**config.mk**
```make
export PLATFORM = sky130hd
export DESIGN_NAME = instr_fetch_unit
export DESIGN_NICKNAME = d
export VERILOG_FILES = /design/src/rtl/instr_fetch_unit.sv
export SDC_FILE = /design/constraint.sdc
export NUM_CORES = 1
export LEC_CHECK = 0
export CAP_MARGIN = 10
export CORE_MARGIN = 4
export CORE_UTILIZATION = 40
export CTS_BUF_LIST = sky130_fd_sc_hd__clkbuf_16
export DETAILED_ROUTE_END_ITERATION = 10
export PLACE_DENSITY = 0.8
export SYNTH_ARGS = -nofsm -noshare
export SYNTH_HDL_FRONTEND = slang
export SYNTH_SLANG_ARGS = --single-unit
```
**constraint.sdc**
```tcl
create_clock -name clock -period 4.3 [get_ports clock]
set_input_delay 0.86 -clock clock [delete_from_list [all_inputs] [get_ports clock]]
set_output_delay 0.86 -clock clock [all_outputs]
set_load 0.02 [all_outputs]
```
**src/rtl/instr_fetch_unit.sv**
```systemverilog
// Instruction fetch/sequencer: PC, imem req/ack fetch, decoder valid/ready issue; return stack built only with `FETCH_STACK_EN.
// Latency: ack -> instr_valid next cycle, accept -> next imem_req next cycle; instruction holds while instr_ready is low.
module instr_fetch_unit #(
    parameter int ADDR_WIDTH  = 10,
    parameter int STACK_DEPTH = 8,
    parameter int RESET_PC    = 0
) (
    input  logic                  clock,
    input  logic                  reset,
    output logic                  imem_req,
    output logic [ADDR_WIDTH-1:0] imem_addr,
    input  logic                  imem_ack,
    input  logic [31:0]           imem_rdata,
    output logic [31:0]           instruction,
    output logic                  instr_valid,
    input  logic                  instr_ready,
    input  logic [2:0]            pcControl,
    input  logic [19:0]           target,
    input  logic                  cond,
    output logic [ADDR_WIDTH-1:0] pc,
    output logic                  halted,
    output logic                  stack_err
);

    typedef enum logic [1:0] {
        S_RST,
        S_FETCH,
        S_ISSUE,
        S_HALT
    } state_t;

    localparam logic [2:0] PC_JMP   = 3'd1;
    localparam logic [2:0] PC_JCOND = 3'd2;
    localparam logic [2:0] PC_HLT   = 3'd3;
`ifdef FETCH_STACK_EN
    localparam logic [2:0] PC_CALL  = 3'd4;
    localparam logic [2:0] PC_RET   = 3'd5;
`endif

    localparam logic [ADDR_WIDTH-1:0] PC_INIT = ADDR_WIDTH'(RESET_PC);

    state_t                state, state_nxt;
    logic [ADDR_WIDTH-1:0] addr_nxt;
    logic [ADDR_WIDTH-1:0] pc_inc;
    logic [ADDR_WIDTH-1:0] tgt;
    logic                  accept;
    logic                  unused_target_bits;

    assign accept             = instr_valid && instr_ready;
    assign pc_inc             = pc + ADDR_WIDTH'(1);
    assign tgt                = target[ADDR_WIDTH-1:0];
    assign unused_target_bits = ^target[19:ADDR_WIDTH];

`ifdef FETCH_STACK_EN
    localparam int IDX_W = $clog2(STACK_DEPTH);
    localparam int SP_W  = IDX_W + 1;

    logic [ADDR_WIDTH-1:0] ret_stack [STACK_DEPTH];
    logic [SP_W-1:0]       sp;
    logic                  stack_full, stack_empty;
    logic [ADDR_WIDTH-1:0] stack_top;
    logic                  do_push, do_pop, err_set;

    assign stack_full  = (sp == SP_W'(STACK_DEPTH));
    assign stack_empty = (sp == '0);
    assign stack_top   = ret_stack[IDX_W'(sp - SP_W'(1))];
`endif

    always_comb begin
        state_nxt = state;
        addr_nxt  = imem_addr;
`ifdef FETCH_STACK_EN
        do_push   = 1'b0;
        do_pop    = 1'b0;
        err_set   = 1'b0;
`endif
        case (state)
            S_RST:   state_nxt = S_FETCH;
            S_FETCH: if (imem_ack) state_nxt = S_ISSUE;
            S_ISSUE: begin
                if (accept) begin
                    state_nxt = S_FETCH;
                    addr_nxt  = pc_inc;
                    case (pcControl)
                        PC_JMP:   addr_nxt = tgt;
                        PC_JCOND: if (cond) addr_nxt = tgt;
                        PC_HLT:   state_nxt = S_HALT;
`ifdef FETCH_STACK_EN
                        // Stack misuse falls back to a sequential step and flags the error.
                        PC_CALL: begin
                            if (stack_full) begin
                                err_set = 1'b1;
                            end else begin
                                do_push  = 1'b1;
                                addr_nxt = tgt;
                            end
                        end
                        PC_RET: begin
                            if (stack_empty) begin
                                err_set = 1'b1;
                            end else begin
                                do_pop   = 1'b1;
                                addr_nxt = stack_top;
                            end
                        end
`endif
                        default: ;
                    endcase
                end
            end
            default: ;
        endcase
    end

    always_ff @(posedge clock) begin
        if (!reset) begin
            state       <= S_RST;
            imem_req    <= 1'b0;
            imem_addr   <= PC_INIT;
            instruction <= '0;
            instr_valid <= 1'b0;
            pc          <= PC_INIT;
            halted      <= 1'b0;
        end else begin
            state       <= state_nxt;
            imem_req    <= (state_nxt == S_FETCH);
            instr_valid <= (state_nxt == S_ISSUE);
            halted      <= (state_nxt == S_HALT);
            imem_addr   <= addr_nxt;
            if (state == S_FETCH && imem_ack) begin
                instruction <= imem_rdata;
                pc          <= imem_addr;
            end
        end
    end

`ifdef FETCH_STACK_EN
    always_ff @(posedge clock) begin
        if (!reset) begin
            sp        <= '0;
            stack_err <= 1'b0;
        end else begin
            if (do_push) sp <= sp + SP_W'(1);
            else if (do_pop) sp <= sp - SP_W'(1);
            if (err_set) stack_err <= 1'b1;
        end
    end

    // Storage needs no reset: the pointer alone defines which entries are live.
    always_ff @(posedge clock) begin
        if (do_push) ret_stack[sp[IDX_W-1:0]] <= pc_inc;
    end
`else
    assign stack_err = 1'b0;
`endif

endmodule
```
==> flow_metrics.tcl <==
set metrics [dict create \
    outcome "finished clean" \
    n_antenna_cell 0 \
    cts_tree "yes" \
    power_leakage_nw 1.31 \
    whs_path_depth 2 \
    synth_area_per_cell_um2 8.06 \
    drtIter0Drc 112 \
    row_count 27 \
    power_frac_comb_pct 12.2 \
    fp.coreArea_um2 5540 \
    synth_cell_types 40 \
    r2r_end "instruction[14]" \
    grt_max_degree 46 \
    cts-root-buf "clkbuf_16" \
    crit_path_max_fanout 17 \
    min_from "instruction[25]" \
    relSlewSlack_pct 48.0 \
    grt_usage_pct 18.7 \
    peakVddDrop_v 0.000292 \
    place_congestion 0.789 \
    grt_setup_unrepaired "no" \
    regArea_um2 1140 \
    cts_sinks 57 \
    hold_buffers 0 \
    htreeDepth 3 \
    grt_first_pass_wirelength_um 10600 \
    r2r-start "state[0]" \
    setup_viol 0 \
    finalInstanceArea_um2 3680 \
    first_pass_iters 5 \
    max-clock-path-buffers 2 \
    netlist_area_um2 2300 \
    cp.arrival_ns 2.64 \
    p_sw_uw 321 \
    ff2ff_path_depth 5 \
    dieHeight_um 83.9 \
    drv_cap 0 \
    yosys_warnings 0 \
    start_kind "input pin" \
    path_class "in2reg" \
    period_share_pct 55.8 \
    powerDensity_nw_per_um2 380 \
    drive_gt1_share_pct 6.36 \
    cts_resized 0 \
    start_util_pct 41.6 \
    hold_viol_final 0 \
    synthFlopType "dfxtp_1" \
    internal-power_mw 1.08 \
    first_global_vias 2252 \
    fin_cells 465 \
    area_growth_syn_to_layout_pct 59.5 \
    dieArea_um2 7040 \
    drc 0 \
    routed_wl_um 6600 \
    drv_slew 0 \
    setup_tns_ns 0 \
    pre_cts_ws_ns 1.51 \
    ff2ff_setup_slack_ns 2.53 \
    ys_ff_latch 57 \
    async_flop_share_pct 0 \
    hpwlAfterDp_um 4640 \
    fin_ws_ns 1.90 \
    cts_buffers 9 \
    ant_nets 0 \
    end_kind "flop" \
    vias 2340 \
    min_path_type "reg2reg" \
    layout_commonest_cell "clkdlybuf4s50_1" \
    swShare_pct 23.0 \
    dpl_cell_area_um2 3390 \
    synth-edff-count 0 \
    port_buffers 104 \
    die_w_um 83.9 \
    nets 449 \
    fin_util_pct 66.4 \
    routed_via_density 5.03 \
    multiInputGateArea_um2 1080 \
    grt_antenna_before_repair 0 \
    mostFrequentLayoutCells "clkdlybuf4s50_1 (104), nand2_1 (92), dfxtp_1 (57), a21oi_1 (46), nand3_1 (11)" \
    fmax_mhz 417 \
    clkTransAtPathRegs_ns 0.05 \
    seq_area_frac_synth_pct 49.5 \
    netlist_instances 286 \
    clk-insertion-delay-late_ns 0.31 \
    synth_nets 347 \
    seqPwrFrac_pct 39.9 \
    hold_end "instruction[25]" \
    dp_cells 449 \
    period_minus_slack_ns 2.40 \
    pwr-share-clk_pct 47.9 \
    pin_count 116 \
    globalRouteOverflowTotal 0 \
    wl_per_cell_um 14.2 \
    clock_skew_ns 0.00516 \
    worst_pin_slew_ns 0.780 \
    nFillCells 470 \
    postCtsSetupRepairBufs 0 \
    cp_data_required_time_ns 4.54 \
]
routing by layer:
| layer | GRT usage [%] | part of all wire, % | up-vias |
|---|---|---|---|
| met5 | 0 | 0 | - |
| met2 | 30.5 | 50 | 77 |
| met3 | 6.12 | 7.6 | 11 |
| li1 | - | - | 1176 |
| met4 | 8.92 | 2.2 | 0 |
| met1 | 22.2 | 40 | 1076 |
power by group through the flow:
| stage | Clock [mW] | Combinational, mW | Sequential [mW] |
|---|---|---|---|
| 2_1_floorplan | 0 | 0.0557 | 0.589 |
| 5_1_grt | 0.710 | 0.184 | 0.560 |
| 6_report | 0.669 | 0.170 | 0.558 |
| 3_3_place_gp | 0 | 0.169 | 0.567 |
| 4_1_cts | 0.683 | 0.173 | 0.558 |
| 3_5_place_dp | 0 | 0.172 | 0.568 |
Yosys cell counts, drive strengths merged (2+ instances only):
cell,n,area (um2)
nand2,92,345
dfxtp,57,1140
a21oi,47,239
nand3,11,55.1
clkbuf,10,37.5
nor2,10,45.0
nor3,8,40.0
buf,6,32.5
o31ai,4,35.0
and3,3,18.8
inv,3,11.3
nand3b,3,22.5
o21ai,3,15.0
a311oi,2,17.5
and2,2,12.5
mux2i,2,20.0
nand4b,2,17.5
o21a,2,15.0
or3,2,12.5
xnor2,2,17.5
registers in the layout, indices dropped and copies added, names as in the netlist:
name         count
state            2
instr_valid      1
imem_addr       10
halted           1
pc              10
instruction     32
imem_req         1
per-stage QoR:
stage          total power [mW]  hold WS [ns]
2_1_floorplan             0.645         0.535
3_3_place_gp              0.737         0.441
3_5_place_dp              0.740         0.446
4_1_cts                    1.41         0.452
5_1_grt                    1.45         0.463
6_report                   1.40         0.451
layout make-up:
| type | instances | area share (%) |
|---|---|---|
| flip-flops and latches | 57 | 31.0 |
| multi-input cells | 210 | 29.4 |
| repair buffers | 107 | 28.9 |
| clock buffers | 9 | 6.13 |
| well taps | 72 | 2.45 |
| clock inverters | 7 | 1.70 |
| inverters | 3 | 0.306 |
logic make-up after synthesis:
group                      synth area share [%]
other                                     0.163
xor gates and xnor gates                   1.14
adders and majority gates                 0.543
muxes                                     0.869
and+or+nand+nor                            28.5
buffers and inverters                      3.53
AOI/OAI and AO/OA                          15.7
DFF                                        49.5
worst max-delay path, stage by stage:
cell and delay (ns):
clkdlybuf4s50_1 0.49, and3b_1 0.52, buf_4 0.32, buf_4 0.25, nand2_1 0.08, a21oi_1 0.11
worst max path at each step:
stage | from | endpoint | slack (ns) | cells past startpoint
2_1_floorplan | pcControl[2] | imem_addr[8] | 2.49 | 4
3_3_place_gp | imem_ack | instruction[24] | 1.58 | 6
3_5_place_dp | imem_ack | instruction[15] | 1.51 | 6
4_1_cts | imem_ack | instruction[14] | 1.85 | 6
5_1_grt | imem_ack | instruction[14] | 1.71 | 6
6_report | imem_ack | instruction[14] | 1.90 | 6
Note: power is estimated with default switching activity, not from simulation.
